`config.mk`:
```
export PLATFORM = sky130hd
export DESIGN_NAME = board_renderer
export DESIGN_NICKNAME = d
export VERILOG_FILES = /design/src/rtl/board_renderer.sv
export SDC_FILE = /design/constraint.sdc
export NUM_CORES = 1
export LEC_CHECK = 0
export ABC_AREA = 1
export BUFFER_PORTS_ARGS = -buffer_cell sky130_fd_sc_hd__buf_2
export CORE_MARGIN = 8
export CORE_UTILIZATION = 40
export CTS_CLUSTER_SIZE = 20
export DETAILED_ROUTE_END_ITERATION = 10
export PLACE_DENSITY = 0.64
export SYNTH_ARGS = -nofsm -noshare
export SYNTH_HDL_FRONTEND = slang
export SYNTH_SLANG_ARGS = --single-unit
```
`constraint.sdc`:
```
create_clock -name clk -period 1.7 [get_ports clk]
set_input_delay 0.17 -clock clk [delete_from_list [all_inputs] [get_ports clk]]
set_output_delay 0.17 -clock clk [all_outputs]
set_load 0.01 [all_outputs]
```
`src/rtl/board_renderer.sv`:
```
// Walks the 64 board squares, fetches each piece through the arbiter view port and
// plots the square as an SQ_SIZE x SQ_SIZE pixel block with checker, piece and cursor.
module board_renderer #(
  parameter int SQ_SIZE  = 8,
  parameter int X_OFFSET = 0,
  parameter int Y_OFFSET = 0
) (
  input  logic       clk,
  input  logic       resetn,
  input  logic       start,
  input  logic [5:0] cursor_addr,
  input  logic       cursor_en,
  input  logic       mem_grant,
  input  logic [3:0] data_in,
  output logic       mem_req,
  output logic [5:0] address_view,
  output logic [7:0] x,
  output logic [6:0] y,
  output logic [2:0] colour,
  output logic       plot,
  output logic       busy,
  output logic       done
);

  localparam int CW = $clog2(SQ_SIZE);
  localparam logic [CW-1:0] PMAX = CW'(SQ_SIZE - 1);
  localparam logic [CW-1:0] INLO = CW'(SQ_SIZE / 4);
  localparam logic [CW-1:0] INHI = CW'(3 * SQ_SIZE / 4);

  typedef enum logic [2:0] {S_IDLE, S_REQ, S_RD1, S_RD2, S_DRAW, S_DONE} state_t;

  state_t        state_q, state_d;
  logic [5:0]    sq_q, sq_d;
  logic [CW-1:0] px_q, px_d, py_q, py_d;
  logic [3:0]    piece_q, piece_d;

  always_ff @(posedge clk or negedge resetn) begin
    if (!resetn) begin
      state_q <= S_IDLE;
      sq_q    <= '0;
      px_q    <= '0;
      py_q    <= '0;
      piece_q <= '0;
    end else begin
      state_q <= state_d;
      sq_q    <= sq_d;
      px_q    <= px_d;
      py_q    <= py_d;
      piece_q <= piece_d;
    end
  end

  always_comb begin
    state_d = state_q;
    sq_d    = sq_q;
    px_d    = px_q;
    py_d    = py_q;
    piece_d = piece_q;
    mem_req = 1'b0;
    plot    = 1'b0;
    done    = 1'b0;
    case (state_q)
      S_IDLE: if (start) begin
        state_d = S_REQ;
        sq_d    = '0;
      end
      S_REQ: begin
        mem_req = 1'b1;
        if (mem_grant) state_d = S_RD1;
      end
      // Any gap in the grant invalidates the in-flight read; refetch from REQ.
      S_RD1: begin
        mem_req = 1'b1;
        state_d = mem_grant ? S_RD2 : S_REQ;
      end
      S_RD2: begin
        mem_req = 1'b1;
        if (mem_grant) begin
          piece_d = data_in;
          state_d = S_DRAW;
        end else begin
          state_d = S_REQ;
        end
      end
      S_DRAW: begin
        plot = 1'b1;
        if (px_q == PMAX) begin
          px_d = '0;
          if (py_q == PMAX) begin
            py_d = '0;
            if (sq_q == 6'd63) begin
              state_d = S_DONE;
            end else begin
              sq_d    = sq_q + 6'd1;
              state_d = S_REQ;
            end
          end else begin
            py_d = py_q + 1'b1;
          end
        end else begin
          px_d = px_q + 1'b1;
        end
      end
      S_DONE: begin
        done    = 1'b1;
        sq_d    = '0;
        state_d = S_IDLE;
      end
      default: state_d = S_IDLE;
    endcase
  end

  assign busy         = (state_q != S_IDLE);
  assign address_view = sq_q;

  logic [2:0] col, row;
  logic       border, inner, cursor_hit;
  assign col        = sq_q[2:0];
  assign row        = sq_q[5:3];
  assign border     = (px_q == '0) || (px_q == PMAX) || (py_q == '0) || (py_q == PMAX);
  assign inner      = (px_q >= INLO) && (px_q < INHI) && (py_q >= INLO) && (py_q < INHI);
  assign cursor_hit = cursor_en && (cursor_addr == sq_q);

  // SQ_SIZE is a power of two, so col*SQ_SIZE+px is just {col, px}.
  always_comb begin
    x      = '0;
    y      = '0;
    colour = '0;
    if (state_q == S_DRAW) begin
      x = 8'(X_OFFSET) + 8'({col, px_q});
      y = 7'(Y_OFFSET) + 7'({row, py_q});
      if (border && cursor_hit)
        colour = 3'b100;
      else if (inner && piece_q[2:0] != 3'd0)
        colour = (piece_q[2:0] == 3'd7) ? 3'b101 : (piece_q[3] ? 3'b001 : 3'b111);
      else
        colour = (row[0] ^ col[0]) ? 3'b010 : 3'b110;
    end
  end

endmodule
```
-- After elaboration in Yosys (flattened, before gate mapping)
Cells that the tools add are included.
- add/subtract/negate cells: 3
- order comparisons: 4
- eq/ne operators: 15
- muxes and demuxes: 26
- bitwise gates (word level): 1
- reduce and logical (&&, ||, !) cells: 20
- operators by type and width (kind ; count):
    3-bit 2-to-1 mux ; 14
    6-bit 2-to-1 mux ; 6
    6-bit one-hot mux with 3 select lines ; 1
    3-bit equality test, second input constant ; 5
    3-bit one-hot mux with 5 select lines ; 1
    2-bit != test, second input constant ; 5
    3-bit zero test ; 3
    3-bit nonzero test ; 3
    3-bit by 1-bit adder with 3-bit output, second input constant ; 2
    6-bit by 1-bit adder with 6-bit output, second input constant ; 1
    3-bit by 2-bit equality test with 1-bit output, second input constant ; 2
    6-bit equality test ; 1
    6-bit equality test, second input constant ; 1
    3-bit by 2-bit greater-or-equal comparator with 1-bit output, second input constant ; 2
    1-bit logical AND ; 6
    3-bit less-than comparator, second input constant ; 2
    5-bit AND reduction ; 1
    2-bit AND reduction ; 2
    4-bit AND reduction ; 1
    3-bit by 1-bit equality test with 1-bit output, second input constant ; 1
    1-bit logical OR ; 3
    1-bit 2-to-1 mux ; 3
    3-bit OR reduction ; 1
    2-bit 2-to-1 mux ; 1
    1-bit XOR ; 1
- register bits: 19
- input bits: 15
- output and inout bits: 28
- word-level logic and storage cells: 74

-- Logic depth before layout (Yosys ltp)
Gate-level depths: netlist of the first run.
- depth after elaboration: 8
- gate-level depth with buffers: 9
- depth with buffers taken out: 9

-- Least setup slack after synthesis of the first run
OpenSTA, ideal clock, no wires.
- path type: register to register
- start point: register sq_q[0], in the netlist address_view[0]
- end point: register sq_q[0], in the netlist address_view[0]
- library setup time: 0.074 ns
- arrival time: 1.364 ns
- path slack: 0.262 ns
- stages on the path, launching flop included: 9
- buffers on the path: 1
- path through: dfrtp_1 > ha_1 > nand3_1 > nor2_1 > nand2_2 > nand4_4 > buf_6 > nand2_2 > o21ai_2
- word-level cells in the longest chain between the ends: 5
- elaborated cells on any way between the ends: 8
- those cells by class: add/sub (1); eq/ne (2); mux (4); reduce/logical (1)
- ends and longest elaborated chain (element ; line ; RTL):
    start: declaration ; 33 ; logic [5:0] sq_q, sq_d;
    start signal: assignment ; 46 ; sq_q <= sq_d;
    6-bit by 1-bit adder with 6-bit output ; 94 ; sq_d = sq_q + 6'd1;
    6-bit 2-to-1 mux ; 91 ; if (sq_q == 6'd63) begin
    6-bit 2-to-1 mux ; 89 ; if (py_q == PMAX) begin
    6-bit 2-to-1 mux ; 87 ; if (px_q == PMAX) begin
    6-bit one-hot mux with 3 select lines ; 62 ; case (state_q)
Several ways; a longest one is shown, not always the timed one. The select of a mux whose other input is x is not followed.
A chain may end at the register's enable or synchronous reset.

-- Worst setup path after layout of the first run
- start point: register py_q[1]
- end point: output colour[0]
- word-level cells in the longest chain between the ends: 7
- elaborated cells on any way between the ends: 13
- those cells by class: order compare (2); eq/ne (1); mux (3); reduce/logical (7)
- ends and longest elaborated chain (element ; line ; RTL):
    start: declaration ; 34 ; logic [CW-1:0] px_q, px_d, py_q, py_d;
    start signal: assignment ; 48 ; py_q <= py_d;
    3-bit by 2-bit greater-or-equal comparator with 1-bit output ; 121 ; assign inner = (px_q >= INLO) && (px_q < INHI) && (py_q >= INLO) && (py_q < INHI);
    1-bit logical AND (2 in series) ; 121 ;
    1-bit logical AND ; 134 ; else if (inner && piece_q[2:0] != 3'd0)
    3-bit 2-to-1 mux ; 134 ;
    3-bit 2-to-1 mux (*) ; 132 ; if (border && cursor_hit)
    3-bit 2-to-1 mux (*) ; 129 ; if (state_q == S_DRAW) begin
    end: declaration ; 19 ; output logic [2:0] colour,
Every way passes the cells marked *; elsewhere a longest branch is shown, timed or not.

==> metrics, run 1 <==
outcome finished, violations left; failing checks negative setup slack; Placed Instance Area 1700 sq um; share of layout cells above drive strength 1 36.3%; final hold violations 0; # diodes 0; CTS Buf Count 3; maximum VDD drop 0.210 mV; Sink Count 19; RSZ-0062 raised after global routing yes; GPL Wtd Cong 0.794; Crit path arrival time 1.73 ns; Mapped Cells 205; RR Endpoint py_q[0]$_DFFE_PN0P_; skew final 0.00746 ns; GRT Util Overall 12.7%; sequential area share after synthesis 32.6%; Site Rows 22; Setup crit end kind output pin; post-DR wirelength/cell 12.2 um; Net count, final 284; CTS HTree Levels 1; Placed Cells 292; routed wire length 3750 um; final worst setup slack -0.203 ns; via count of the first global-routing pass 1443; DR pass1 iterations 4; drt via density 4.78; Clock Tree Buf Depth 2; Hold Path Depth 3; total power 0.745 mW; Required @ worst endpoint 1.53 ns; r2r setup slk -0.05 ns; HPWL Detailed 2780 um; final worst-path cycle share 112%; WS Path Type flop to output pin; IO Pins 43; initial DRC count 63; initial antenna violation count 0; Area Growth Syn to Fin 30.0%; worst hold path class input pin to flop; die area 5830 sq um; max-cap violations 0; hold path startpoint data_in[0]; vias 1466; FF-to-FF Start py_q[1]$_DFFE_PN0P_; most common cell after layout, fill and taps aside nand2_1; Initial Util 40.7%; synthesized area per cell 7.10 sq um; #FFs+latches synth 19; largest net degree at the start of global routing 20; synth unique cells 28; final count of pins violating max slew 0; WHS Endpoint piece_q[0]$_DFFE_PN0P_; pwr/cell area 393 nW/um^2; CTS tree built; CTS root buf clkbuf_4; number of fill cells 367; Routed Antenna Nets 0; f_max 0.526 GHz; Pleak 1.03 nW; global-route wire length before repair 6320 um; YS warnings 0; final std cells w/o fill 307; reg2reg path depth 12; Tmin final 1.90 ns; Die H 76.3 um; CTS clk-pin slew, worst paths 0.11 ns; area of the mapped netlist 1460 sq um; Design Area, Final 1890 sq um; Max FO, Critical Path 3; drt drc 0; total gr overflow 0; die width 76.3 um; Clock Latency Late Sink 0.29 ns; I/O Buffers 39; crit path launch type flop; placeable core area 3580 sq um; endpoints failing setup 4; commonest non-fill, non-tap cells in the layout 53 x nand2_1, 39 x buf_2, 27 x nor2_1; Final TNS setup -0.645 ns
-- cells by family (layout without fill, tap and decap cells) --
kind of cell,count (synthesis),count (layout),synth area share (%)
buf+inv,37,89,11.1
fa+ha+maj,9,9,7.73
simple gates,114,114,37.5
flops,19,19,32.6
compound gates,24,24,10.2
xor+xnor,1,1,0.601
other cells,1,3,0.257
-- metal layers --
layer  global-route usage, %  vias up  wire, um
met4                    5.19        0        54
met5                       0        -         0
li1                        -      738         -
met1                    15.1      692      1670
met3                    2.00        4       141
met2                    22.1       32      1890
-- synth_stat cells, drive strengths merged --
cell	count	area, sq um
inv	31	116
nand2	63	272
a21oi	4	20.0
nand4	1	21.3
or2	1	6.26
conb	1	3.75
xor2	1	8.76
buf	4	33.8
nand3b	3	22.5
a211oi	1	7.51
nor2	32	143
ha	9	113
a31oi	1	6.26
dfrtp	19	475
nand3	11	55.1
nor3	3	26.3
clkbuf	2	11.3
o21ai	17	108
o31ai	1	7.51
-- state kept, by name, indices dropped and copies added (netlist names) --
name / flops
piece_q: 4
address_view: 6
state_q: 3
py_q: 3
px_q: 3
-- power by group --
group / switching [mW] / internal, mW
clock network: 0.138 / 0.0911
logic: 0.0327 / 0.0218
registers: 0.00365 / 0.457
-- worst max-delay path by stage --
stage                                           start                     endpoint  slack [ns]
after floorplan           address_view[0]$_DFFE_PN0P_  address_view[0]$_DFFE_PN0P_        0.26
after global placement            py_q[1]$_DFFE_PN0P_                    colour[1]        0.16
after detailed placement          py_q[1]$_DFFE_PN0P_                    colour[0]        0.13
after CTS                         py_q[1]$_DFFE_PN0P_                    colour[0]       -0.16
after global routing              py_q[1]$_DFFE_PN0P_                    colour[1]       -0.35
final                             py_q[1]$_DFFE_PN0P_                    colour[0]       -0.20
-- worst max-delay path, stage by stage, from the launching register on --
cell and delay (ns):
dfrtp_1 0.42, ha_2 0.22, ha_4 0.17, inv_4 0.05
nand2_2 0.05, nor2_2 0.07, nor2_1 0.05, nand3_1 0.10
nand2_1 0.08, nor2_1 0.09, buf_2 0.13
-- cell type report --
| type | count | area, sq um | area share (%) |
|---|---|---|---|
| Clock buffer | 4 | 26.3 | 1.39 |
| Inverter | 31 | 119 | 6.28 |
| Multi-Input combinational cell | 151 | 878 | 46.4 |
| Sequential cell | 19 | 477 | 25.2 |
| Tap cell | 48 | 60.1 | 3.17 |
| Timing Repair Buffer | 54 | 333 | 17.6 |
-- metrics by stage --
| step | setup slack [ns] | hold slack (ns) | utilization [%] |
|---|---|---|---|
| after floorplan | 0.262 | -0.126 | - |
| after global placement | 0.157 | 0.147 | 47.6 |
| after detailed placement | 0.127 | 0.147 | 47.6 |
| after CTS | -0.164 | 0.0661 | 51.6 |
| after global routing | -0.347 | 0.0623 | 52.9 |
| final | -0.203 | 0.0692 | 52.9 |
-- what timing repair did --
action	in CTS	in global routing
setup buffers	8	3
setup endpoints to repair	3	8
gates resized for setup	15	9
hold buffers	1	0
hold endpoints to repair	19	0
pin swaps	3	3
No activity file was read; power rests on OpenSTA's default activity.
==> inputs of run 2 (changes only) <==
==> constraint.sdc (replaced) <==
create_clock -name clk -period 2.3 [get_ports clk]
set_input_delay 0.23 -clock clk [delete_from_list [all_inputs] [get_ports clk]]
set_output_delay 0.23 -clock clk [all_outputs]
set_load 0.01 [all_outputs]
==> run 2 against run 1 <==
The run now ends clean. Non-clock buffer count is 14 lower. Total power shrank 26%. Clock power is 24% lower. Sequential power is 26% lower. Critical path type unchanged. Register-to-register slack better by 0.75 ns. Utilization down 5.1 points. First-iteration DRC count is 3.2% higher. Global-route usage is 1.0 points lower.
==> metrics, run 2 (synthesis results as in run 1) <==
worst hold path class input pin to flop; share of layout cells above drive strength 1 27.3% (-8.9 points); Clock Tree Buf Depth 2 (unchanged); skew final 0.00118 ns (-0.00628 ns); met2 wire len 1620 um (-14%); Net count, final 270 (-4.9%); WHS Endpoint piece_q[1]$_DFFE_PN0P_; Sink Count 19 (unchanged); largest net degree at the start of global routing 20 (unchanged); GPL Wtd Cong 0.759 (-4.4%); Sw Ratio 24.4% (+0.92 points); initial antenna violation count 0 (unchanged); Final TNS setup 0 ns (+0.645 ns); via count of the first global-routing pass 1349 (-6.5%); Tmin final 2.03 ns; RR Endpoint address_view[3]$_DFFE_PN0P_; CTS HTree Levels 1 (unchanged); post-DR wirelength/cell 11.3 um (-7.7%); IO Pins 43 (unchanged); Initial Util 40.7% (unchanged); Design Area, Final 1710 sq um (-9.6%); CTS Buf Count 3 (unchanged); Site Rows 22 (unchanged); Clock Latency Late Sink 0.29 ns (about the same); most common cell after layout, fill and taps aside nand2_1; maximum VDD drop 0.171 mV (-19%); final worst-path cycle share 88.1%; # diodes 0 (unchanged); Placed Cells 288 (-1.4%); Placed Instance Area 1670 sq um (-1.8%); Die H 76.3 um (unchanged); endpoints failing setup 0 (-4); die width 76.3 um (unchanged); pwr/cell area 323 nW/um^2 (-18%); final hold violations 0 (unchanged); Post-CTS Setup Bufs 0 (-8); Setup crit end kind output pin; number of flip-flops under the largest register name 6 (unchanged); commonest non-fill, non-tap cells in the layout 55 x nand2_1, 39 x buf_2, 29 x nor2_1; FF-to-FF Start state_q[1]$_DFFE_PN0P_; clock power share 31.6% (+0.8 points); sw power 0.135 mW (-23%); Post-CTS Hold Buffers 1 (unchanged); Max FO, Critical Path 4 (+1); total power 0.553 mW (-26%); CTS root buf clkbuf_4; RSZ-0062 raised after global routing no; crit path launch type flop; final worst setup slack 0.273 ns (+0.475 ns); I/O Buffers 39 (unchanged); hold_ws 0.129 ns (+0.0599 ns); Required @ worst endpoint 2.07 ns (+0.54 ns); pre-CTS setup slack 0.603 ns (+0.477 ns); r2r setup slk 0.70 ns (+0.75 ns); CTS tree built; outcome finished, final reports clean; initial DRC count 65 (+3.2%); Hold Path Depth 3 (unchanged); total gr overflow 0 (unchanged); die area 5830 sq um (unchanged); max-cap violations 0 (unchanged); f_max 0.493 GHz; Area Growth Syn to Fin 17.5%; met3 wire length 144 um (+2.1%); DR pass1 iterations 4 (unchanged); CTS clk-pin slew, worst paths 0.12 ns (about the same); Top Metal Used met4; placeable core area 3580 sq um (unchanged); global-route wire length before repair 5800 um (-8.3%); vias 1330 (-9.3%); Seq pwr share 61.5% (-0.4 points); number of fill cells 399 (+8.7%); Crit path arrival time 1.80 ns (+0.07 ns); Routed Antenna Nets 0 (unchanged); Post-CTS Resized 0 (-15); hold path startpoint data_in[1]; routed wire length 3300 um (-12%); final count of pins violating max slew 0 (unchanged); Logic pwr share 6.9% (-0.4 points); drt via density 4.54 (-4.9%); Crit. Startpoint py_q[1]$_DFFE_PN0P_; final std cells w/o fill 293 (-4.6%); Pleak 0.951 nW (-7.8%); WS Path Type flop to output pin; routed length on met1 1500 um (-9.8%); GRT Util Overall 11.7% (-1.0 points); drt drc 0 (unchanged); Int Power 0.419 mW (-27%); reg2reg path depth 7 (-5); Final Util 47.8% (-5.1 points); HPWL Detailed 2670 um (-3.8%)
==> run 2: changes by cell type in the layout (fill, tap and decap cells not counted), sizes merged <==
cell / delta
clkinv: +1
clkbuf: -1
buf: -14
==> run 2: worst max-delay path, stage by stage (launching register included) <==
cell,delay [ns]
dfrtp_1,0.43
ha_1,0.20
ha_1,0.21
inv_1,0.07
nand2_1,0.05
nor2_1,0.08
nor2_1,0.05
nand3_1,0.10
nand2_1,0.09
nor2_1,0.09
buf_2,0.13
==> run 2: power by group through the flow <==
stage	clock network, mW	registers [mW]	logic [mW]
6_report	0.175	0.340	0.0385
5_1_grt	0.198	0.341	0.0450
4_1_cts	0.180	0.340	0.0396
3_5_place_dp	0	0.347	0.0382
3_3_place_gp	0	0.347	0.0378
2_1_floorplan	0	0.346	0.0200
==> run 2: per-layer routing <==
layer / vias to the layer above / GRT usage (%)
met4: 0 / 4.62
met2: 25 / 21.3
met5: - / 0
met1: 589 / 12.6
li1: 714 / -
met3: 2 / 2.71
==> run 2: cell type report <==
class	count	area, sq um	share of cell area [%]
tap	48	60.1	3.51
timing repair buffer	40	205	12.0
inverter	31	116	6.80
clock inverter	1	5.00	0.292
sequential	19	475	27.8
multi-input combinational	151	827	48.3
clock buffer	3	22.5	1.32
==> run 2: worst max-delay path by stage <==
stage	depth (start not counted)	to	slack, ns
2_1_floorplan	9	colour[0]	0.80
4_1_cts	10	colour[0]	0.25
5_1_grt	10	colour[0]	0.10
6_report	10	colour[0]	0.27
3_5_place_dp	10	colour[0]	0.60
3_3_place_gp	10	colour[1]	0.64
==> inputs of run 3 (changes only) <==
--- a/config.mk
+++ b/config.mk
@@ -5,13 +5,14 @@
 export SDC_FILE = /design/constraint.sdc
 export NUM_CORES = 1
 export LEC_CHECK = 0
-export ABC_AREA = 1
+export ABC_AREA = 0
 export BUFFER_PORTS_ARGS = -buffer_cell sky130_fd_sc_hd__buf_2
 export CORE_MARGIN = 8
 export CORE_UTILIZATION = 40
+export CTS_CLUSTER_DIAMETER = 50
 export CTS_CLUSTER_SIZE = 20
 export DETAILED_ROUTE_END_ITERATION = 10
-export PLACE_DENSITY = 0.64
+export PLACE_DENSITY = 0.65
 export SYNTH_ARGS = -nofsm -noshare
 export SYNTH_HDL_FRONTEND = slang
 export SYNTH_SLANG_ARGS = --single-unit
==> run 3 against run 2 <==
Flip-flop and latch count is the same. Clock-buffer cell count unchanged. Die area fell by 7.1%. Combinational power rose to 13 times the previous value. Worst setup slack worse by 0.23 ns. Total power grew 130%. Critical path type unchanged. Largest power group unchanged.
==> metrics, run 3 <==
largest net degree at the start of global routing 20 (unchanged); RSZ-0062 raised after global routing yes; Logic pwr share 41.3% (+34 points); via count of the first global-routing pass 1123 (-17%); synth unique cells 41 (+46%); final count of pins violating max slew 0 (unchanged); Die H 73.6 um (-3.6%); skew final 0.00399 ns (+0.00281 ns); sw power 0.511 mW (+280%); synth top area cells dfrtp_1 36%, ha_1 8.5%, mux2_2 6.8%; Sink Count 19 (unchanged); EDFF count, synth 0 (unchanged); # diodes 0 (unchanged); area of the mapped netlist 1330 sq um (-8.9%); final worst-path cycle share 98.3% (+10 points); global-route wire length before repair 5180 um (-11%); CTS tree built; Clock Tree Buf Depth 2 (unchanged); share of the synthesized area in the top cell type 35.8% (+3.2 points); Sw Ratio 41.0% (+17 points); Crit. Startpoint px_q[1]$_DFFE_PN0P_; GPL Wtd Cong 0.824 (+8.6%); HPWL Detailed 2550 um (-4.5%); Crit path arrival time 2.03 ns (+0.23 ns); YS warnings 0 (unchanged); final std cells w/o fill 228 (-22%); crit path launch type flop; Required @ worst endpoint 2.07 ns (about the same); Initial Util 40.7% (about the same); Max FO, Critical Path 5 (+1); pwr/cell area 771 nW/um^2 (+140%); Tmin final 2.26 ns (+0.234 ns); number of fill cells 333 (-17%); sequential area share after synthesis 35.8% (+3.2 points); routed wire length 3290 um (-0.33%); total gr overflow 0 (unchanged); Final TNS setup 0 ns (unchanged); total power 1.25 mW (+130%); endpoints failing setup 0 (unchanged); Synth top cells by count 19 x dfrtp_1, 12 x nor2_1, 10 x nand2_1; CTS Buf Count 3 (unchanged); CTS root buf clkbuf_4; area leader, netlist dfrtp_1; initial DRC count 48 (-26%); vias 1146 (-14%); Pleak 0.812 nW (-15%); maximum VDD drop 0.348 mV (+100%); Area Growth Syn to Fin 21.8%; hold_ws 0.141 ns (+0.0121 ns); f_max 0.442 GHz (-10%); placeable core area 3260 sq um (-9.0%); final hold violations 0 (unchanged); die width 73.6 um (-3.6%); Final Util 49.6% (+1.7 points); number of flip-flops under the largest register name 6 (unchanged); I/O Buffers 39 (unchanged); Int Power 0.735 mW (+76%); DR pass1 iterations 5 (+1); FF-to-FF Start state_q[0]$_DFFE_PN0P_; Mapped Cells 144 (-30%); WS Path Type flop to output pin; clock power share 14.5% (-17 points); GRT Util Overall 12.1% (+0.43 points); Clock Latency Late Sink 0.31 ns (+0.02 ns); CTS clk-pin slew, worst paths 0.12 ns (about the same); async set-reset flop share out of synthesis 100% (unchanged); post-DR wirelength/cell 14.4 um (+28%); Setup crit end kind output pin; share of layout cells above drive strength 1 34.6% (+7.3 points); synthesized area per cell 9.21 sq um (+30%); worst hold path class input pin to flop; die area 5410 sq um (-7.1%); Placed Cells 221 (-23%); commonest non-fill, non-tap cells in the layout 39 x buf_2, 17 x dfrtp_1, 12 x nor2_1; initial antenna violation count 0 (unchanged); max-cap violations 0 (unchanged); #FFs+latches synth 19 (unchanged); ys flop type dfrtp_1; drt drc 0 (unchanged); most common cell after layout, fill and taps aside buf_2; IO Pins 43 (unchanged); outcome finished, final reports clean; top-count cell post-synth dfrtp_1; hold path startpoint data_in[0]; Routed Antenna Nets 0 (unchanged); CTS HTree Levels 1 (unchanged); Site Rows 21 (-4.5%); Net count, final 207 (-23%); drt via density 5.03 (+11%); Seq pwr share 44.1% (-17 points)
[run 3: changes by cell type after synthesis, moves of 5 or more]
cell     delta
mux2_2      +8
o21ai_2     -6
xnor2_1     +7
inv_1      -20
nand3_1     -6
nor2_1     -17
and2_1      +7
nand2_1    -45
nand2_2     -5
[run 3: metal layers]
metal	vias up	track usage, %	share of wire (%)
met4	0	4.66	1.6
met3	6	2.73	7.0
li1	575	-	-
met2	32	21.8	49
met5	-	0	0
met1	533	13.4	42
[run 3: logic make-up (layout without fill, tap and decap cells)]
family                     Yosys count  after routing  share of synthesized area [%]
xor gates and xnor gates             8              8                           5.28
adders and majority gates            9              9                           8.49
other                                1              3                          0.283
buffers and inverters               18             54                           6.89
DFF                                 19             19                           35.8
and+or+nand+nor                     56             56                           22.7
AOI/OAI and AO/OA                   25             25                           13.7
muxes                                8              8                           6.79
[run 3: power by group through the flow]
stage | combinational [mW] | clock [mW] | sequential [mW]
after CTS | 0.514 | 0.189 | 0.545
after global placement | 0.469 | 0 | 0.545
after global routing | 0.573 | 0.199 | 0.568
after detailed placement | 0.480 | 0 | 0.552
after floorplan | 0.413 | 0 | 0.487
final | 0.515 | 0.181 | 0.550
[run 3: worst max-delay path, cell delays in order (launching register included)]
cell      delay, ns
dfrtp_2        0.45
ha_1           0.21
mux2_2         0.29
o311ai_4       0.26
nor3_4         0.07
o31a_1         0.29
buf_2          0.14
[run 3: per-stage QoR]
stage,cell area [sq um],worst slack (ns)
CTS,1600,0.00429
global placement,1530,0.300
finish,1620,0.0386
global route,1620,-0.0422
floorplan,1330,0.424
detailed placement,1530,0.121
[run 3: path summary, 6_finish.rpt]
kind / cells past startpoint / endpoint / slack (ns)
worst max register to register: 4 / address_view[2]$_DFFE_PN0P_ / 0.46
worst min register to register: 1 / piece_q[2]$_DFFE_PN0P_ / 0.55
worst max-delay path: 6 / colour[2] / 0.04
min in group asynchronous: 2 / px_q[0]$_DFFE_PN0P_ / 0.38
worst min-delay path: 2 / piece_q[0]$_DFFE_PN0P_ / 0.14
max in group asynchronous: 2 / py_q[1]$_DFFE_PN0P_ / 1.59
[run 3: cell type report]
type                    count  area (sq um)  share of cell area, %
clock inverters             1          5.00                  0.310
flip-flops and latches     19           478                   29.6
well taps                  46          57.6                   3.56
multi-input cells         109           798                   49.4
repair buffers             43           228                   14.1
clock buffers               3          22.5                   1.39
inverters                   7          26.3                   1.63
[run 3: repair_timing]
action / 4_1_cts / 5_1_grt
hold buffers: 1 / 0
pin swaps: 2 / 0
setup endpoints to repair: 3 / 3
hold endpoints to repair: 19 / 0
resized for setup: 6 / 4
buffers inserted: 1 / 1
